==> src/rtl/conversor_bcd.sv <==
// Sequential binary-to-packed-BCD converter (shift-and-add-3), fixed latency of N_BITS+1 cycles.
// Define CONVERSOR_BCD_SIGNO_EN to treat RES as two's complement and report its sign on NEG.
module conversor_bcd #(
  parameter int unsigned N_BITS = 32,
  parameter int unsigned N_DIG  = 10
) (
  input  logic                 CLK,
  input  logic                 RST,
  input  logic                 START,
  input  logic [N_BITS-1:0]    RES,
  output logic                 BUSY,
  output logic                 DONE,
  output logic [4*N_DIG-1:0]   BCD,
  output logic                 NEG,
  output logic [3:0]           NDIG
);

  localparam int unsigned CntW = $clog2(N_BITS + 1);
  localparam int unsigned AccW = 4 * N_DIG;

  typedef enum logic [1:0] {IDLE, DESPLAZA, FIN} state_t;

  state_t            state;
  logic [AccW-1:0]   acc;
  logic [AccW-1:0]   acc_adj;
  logic [N_BITS-1:0] shreg;
  logic [N_BITS-1:0] mag;
  logic [CntW-1:0]   cnt;
  logic [3:0]        ndig_calc;

`ifdef CONVERSOR_BCD_SIGNO_EN
  logic neg_lat;

  // Negating the most negative value wraps to itself, which read as unsigned is |RES|.
  assign mag = RES[N_BITS-1] ? -RES : RES;
`else
  assign mag = RES;
  assign NEG = 1'b0;
`endif

  // Pre-shift correction: any digit >= 5 would overflow past 9 once doubled.
  always_comb begin
    acc_adj = acc;
    for (int i = 0; i < int'(N_DIG); i++) begin
      if (acc[4*i +: 4] >= 4'd5) begin
        acc_adj[4*i +: 4] = acc[4*i +: 4] + 4'd3;
      end
    end
  end

  // Position of the most significant non-zero digit; zero still reports one digit.
  always_comb begin
    ndig_calc = 4'd1;
    for (int i = 0; i < int'(N_DIG); i++) begin
      if (acc[4*i +: 4] != 4'd0) begin
        ndig_calc = 4'(i + 1);
      end
    end
  end

  always_ff @(posedge CLK) begin
    if (RST) begin
      state <= IDLE;
      BUSY  <= 1'b0;
      DONE  <= 1'b0;
      BCD   <= '0;
      NDIG  <= 4'd1;
      acc   <= '0;
      shreg <= '0;
      cnt   <= '0;
`ifdef CONVERSOR_BCD_SIGNO_EN
      NEG     <= 1'b0;
      neg_lat <= 1'b0;
`endif
    end else begin
      DONE <= 1'b0;
      case (state)
        IDLE: begin
          if (START) begin
            shreg <= mag;
            acc   <= '0;
            cnt   <= '0;
            BUSY  <= 1'b1;
            state <= DESPLAZA;
`ifdef CONVERSOR_BCD_SIGNO_EN
            neg_lat <= RES[N_BITS-1];
`endif
          end
        end
        DESPLAZA: begin
          {acc, shreg} <= {acc_adj, shreg} << 1;
          cnt          <= cnt + 1'b1;
          if (cnt == CntW'(N_BITS - 1)) begin
            state <= FIN;
          end
        end
        FIN: begin
          BCD   <= acc;
          NDIG  <= ndig_calc;
          DONE  <= 1'b1;
          BUSY  <= 1'b0;
          state <= IDLE;
`ifdef CONVERSOR_BCD_SIGNO_EN
          NEG <= neg_lat;
`endif
        end
        default: state <= IDLE;
      endcase
    end
  end

endmodule

==> config.mk <==
export PLATFORM = sky130hd
export DESIGN_NAME = conversor_bcd
export DESIGN_NICKNAME = d
export VERILOG_FILES = /design/src/rtl/conversor_bcd.sv
export SDC_FILE = /design/constraint.sdc
export NUM_CORES = 1
export LEC_CHECK = 0
export BUFFER_PORTS_ARGS = -buffer_cell sky130_fd_sc_hd__buf_2
export CAP_MARGIN = 40
export CELL_PAD_IN_SITES_DETAIL_PLACEMENT = 1
export CELL_PAD_IN_SITES_GLOBAL_PLACEMENT = 2
export CORE_ASPECT_RATIO = 0.9
export CORE_UTILIZATION = 34
export CTS_BUF_LIST = sky130_fd_sc_hd__clkbuf_4 sky130_fd_sc_hd__clkbuf_8 sky130_fd_sc_hd__clkbuf_16
export DETAILED_ROUTE_END_ITERATION = 16
export PLACE_DENSITY_LB_ADDON = 0.1
export SLEW_MARGIN = 20
export SYNTH_ARGS = -nofsm -noshare
export SYNTH_HDL_FRONTEND = slang
export SYNTH_SLANG_ARGS = --single-unit
==> constraint.sdc <==
create_clock -name CLK -period 2.15 [get_ports CLK]
set_input_delay 0 -clock CLK [delete_from_list [all_inputs] [get_ports CLK]]
set_output_delay 0 -clock CLK [all_outputs]
set_load 0.005 [all_outputs]
==> flow_summary.toml <==
[critical_path]
crit_fanout = 39
start_kind = "flop"
regToRegEndpoint = "shreg[17]"
cp.arrival_ns = 2.15
endpoint_kind = "flop"
crit_path_end = "shreg[17]"
crit_type = "reg2reg"
rrSetupSlack_ns = 0.31
r2r_cells = 5
cp.required_ns = 2.46
crit_start = "state[1]"
reg2reg_from = "state[1]"

[pwr]
switchingPower_mw = 1.27
power_density_mw_per_mm2 = 808
p_sw_frac = 0.222
peakVddDrop_v = 0.000595
clockPowerShare = 0.509
p_int_mw = 4.45
seqPwrFrac = 0.425
p_comb_frac = 0.066
leakagePower_nw = 2.92

[timing]
rsz0062_at_grt = "false"
worst_slew_pin_slew_ns = 0.762
slew_viol_final = 0
max_freq_mhz = 544
period_share = 0.855
setup_tns_ns = 0
period_minus_slack_ns = 1.84
final.setup_skew_ns = 0.00807
setup_viol = 0
relSlewSlack = 0.492
hold_slack_ns = 0.145
hold_viol = 0

[global_routing]
grt_pass1_vias = 4990
gr-total-overflow = 0
grt_pass1_wl_um = 24800
grtUsageTotal = 0.193
grt_max_degree = 69
antenna_found_initial = 0

[clock_network]
post_cts_buffers = 0
cts_tree = "yes"
clk_pin_slew_ns = 0.05
cts_buffers = 17
cts_num_sinks = 126
clk_latency_ns = 0.42
cts_root_buf = "clkbuf_16"
clk_path_buf_depth = 2
htreeDepth = 4

[yosys]
synth_top_area_share = 0.456
synth_edf_count = 0
synth-seq-area-share = 0.456
synth_top_flop_cell = "dfxtp_1"
syn_inst = 669
yosys_register_bits = 126
yosys_warnings = 0
yosysTopAreaCell = "dfxtp_1"
synthArstFlopShare = 0
syn_area_mm2 = 0.00553
synth.distinct_cells = 44
avgSynthCellArea_um2 = 8.26
syn_nets = 725
synthTopCellsByArea = "dfxtp_1, a21oi_1, nand2_1, nor2_1, ha_1"

[routing]
ant_nets = 0
avgViaCountPerCell = 5.00
drt-pass1-iter-count = 4
vias = 4943
drt_iter0_markers = 210
wl_per_cell_um = 15.3
drt-total-wl_um = 15200
drc_errors = 0

[floorplan]
initial_core_util = 0.353
pin_count = 82
die-width_um = 136
core_area_mm2 = 0.0157
die_area_mm2 = 0.0168
die_y_um = 123
fp-row-count = 43

[run]
max_cap_violations = 0

[layout]
nFillCells = 1878
antenna_cells = 0
instances_no_fill = 988
area_growth_pct = 28.2
nets = 829
drive_gt1_frac = 0.184

[status]
outcome = "completed"

[placed_design]
gp_congestion = 0.774
placed_cells = 923
hpwl_um = 9850
io_buffers = 80

[min_path]
hold_path_class = "in2reg"
-- worst max-delay path, stage by stage (launching register included) --
cell and delay, ns:
dfxtp_1 0.45, nand2b_2 0.18, buf_4 0.38, buf_4 0.35, nor2_1 0.08, nor4_1 0.28
-- how the worst min path moves through the flow --
| stage | start | endpoint | slack, ns | cells past startpoint |
|---|---|---|---|---|
| after floorplan | RES[0] | shreg[0] | 0.14 | 2 |
| after global routing | RST | acc[10] | 0.15 | 3 |
| after global placement | RES[0] | shreg[0] | 0.26 | 3 |
| after CTS | RST | acc[10] | 0.14 | 3 |
| final | RST | acc[10] | 0.15 | 3 |
| after detailed placement | RES[0] | shreg[0] | 0.26 | 3 |
-- timing repair --
item / 4_1_cts / 5_1_grt
hold buffers: 33 / 0
hold endpoints to repair: 33 / 0
gates resized for setup: 0 / 0
-- cells in the final DEF (no fill, tap or decap), drive strengths merged --
master	netlist	routed
dlygate4sd3	0	33
nand2	98	98
a21oi	87	87
buf	24	99
nand2b	13	13
or3	9	9
xnor2	10	10
nor4b	2	2
nor3b	5	5
clkinv	0	4
nor2b	3	3
nor4	21	21
or3b	3	3
o311ai	1	1
a32oi	1	1
o21ai	23	23
o211a	2	2
a22oi	11	11
or4	1	1
a221oi	1	1
nand3	24	24
nand4	1	1
a22o	20	20
mux2i	10	10
conb	1	1
clkbuf	23	26
o21ba	1	1
a211oi	2	2
a311oi	1	1
ha	21	21
nand3b	3	3
dfxtp	126	126
inv	21	21
and3	1	1
xor2	9	9
nor3	12	12
bufinv	0	2
nor2	78	78
-- cells by family after synthesis --
| family | synth area share |
|---|---|
| other | 0.000678 |
| xor gates and xnor gates | 0.0301 |
| buffers and inverters | 0.0516 |
| muxes | 0.0181 |
| and+or+nand+nor | 0.233 |
| AOI/OAI and AO/OA | 0.162 |
| DFF | 0.456 |
| adders and majority gates | 0.0475 |
-- through the flow --
| stage | instance area (µm²) | power [mW] | setup slack (ns) | utilization |
|---|---|---|---|---|
| finish | 7090 | 5.73 | 0.311 | 0.453 |
| global route | 7090 | 5.96 | 0.193 | 0.453 |
| CTS | 7090 | 5.81 | 0.287 | 0.453 |
| detailed placement | 6150 | 2.82 | 0.360 | 0.393 |
| global placement | 6150 | 2.81 | 0.428 | 0.393 |
| floorplan | 5530 | 2.69 | 0.515 | - |
-- flip-flops by register name (all words and copies together), names as in the netlist --
| register | cells |
|---|---|
| BCD | 40 |
| DONE | 1 |
| acc | 40 |
| cnt | 6 |
| shreg | 32 |
| state | 2 |
| NDIG | 4 |
| BUSY | 1 |
-- synthesized netlist by cell type, types with 11 or more instances --
cell type    n
nand3_1     24
o21ai_0     12
dfxtp_1    126
nand2_1     98
nor2_1      78
nor4_1      21
buf_2       18
clkbuf_1    23
a22o_1      19
nor3_1      12
nand2b_1    13
ha_1        21
inv_1       21
a22oi_1     11
a21oi_1     87
-- layer usage --
metal | GRT usage | up-vias | wire (µm)
met2 | 0.329 | 62 | 7160
met4 | 0.0715 | 0 | 229
li1 | - | 2500 | -
met5 | 0 | - | 0
met1 | 0.233 | 2362 | 7320
met3 | 0.0521 | 19 | 460
-- cell type report --
| class | instances | area [µm²] | area share |
|---|---|---|---|
| multi-input cells | 475 | 2740 | 0.387 |
| flip-flops and latches | 126 | 2520 | 0.356 |
| repair buffers | 132 | 888 | 0.125 |
| clock buffers | 26 | 524 | 0.0740 |
| well taps | 202 | 253 | 0.0357 |
| clock inverters | 6 | 80.1 | 0.0113 |
| inverters | 21 | 78.8 | 0.0111 |
-- power groups by stage --
stage	registers [mW]	logic, mW	clock network [mW]
CTS	2.43	0.384	3.00
detailed placement	2.48	0.335	0
floorplan	2.47	0.213	0
finish	2.43	0.378	2.92
global placement	2.48	0.326	0
global route	2.44	0.419	3.10
Note: power is estimated with default switching activity, not from simulation.
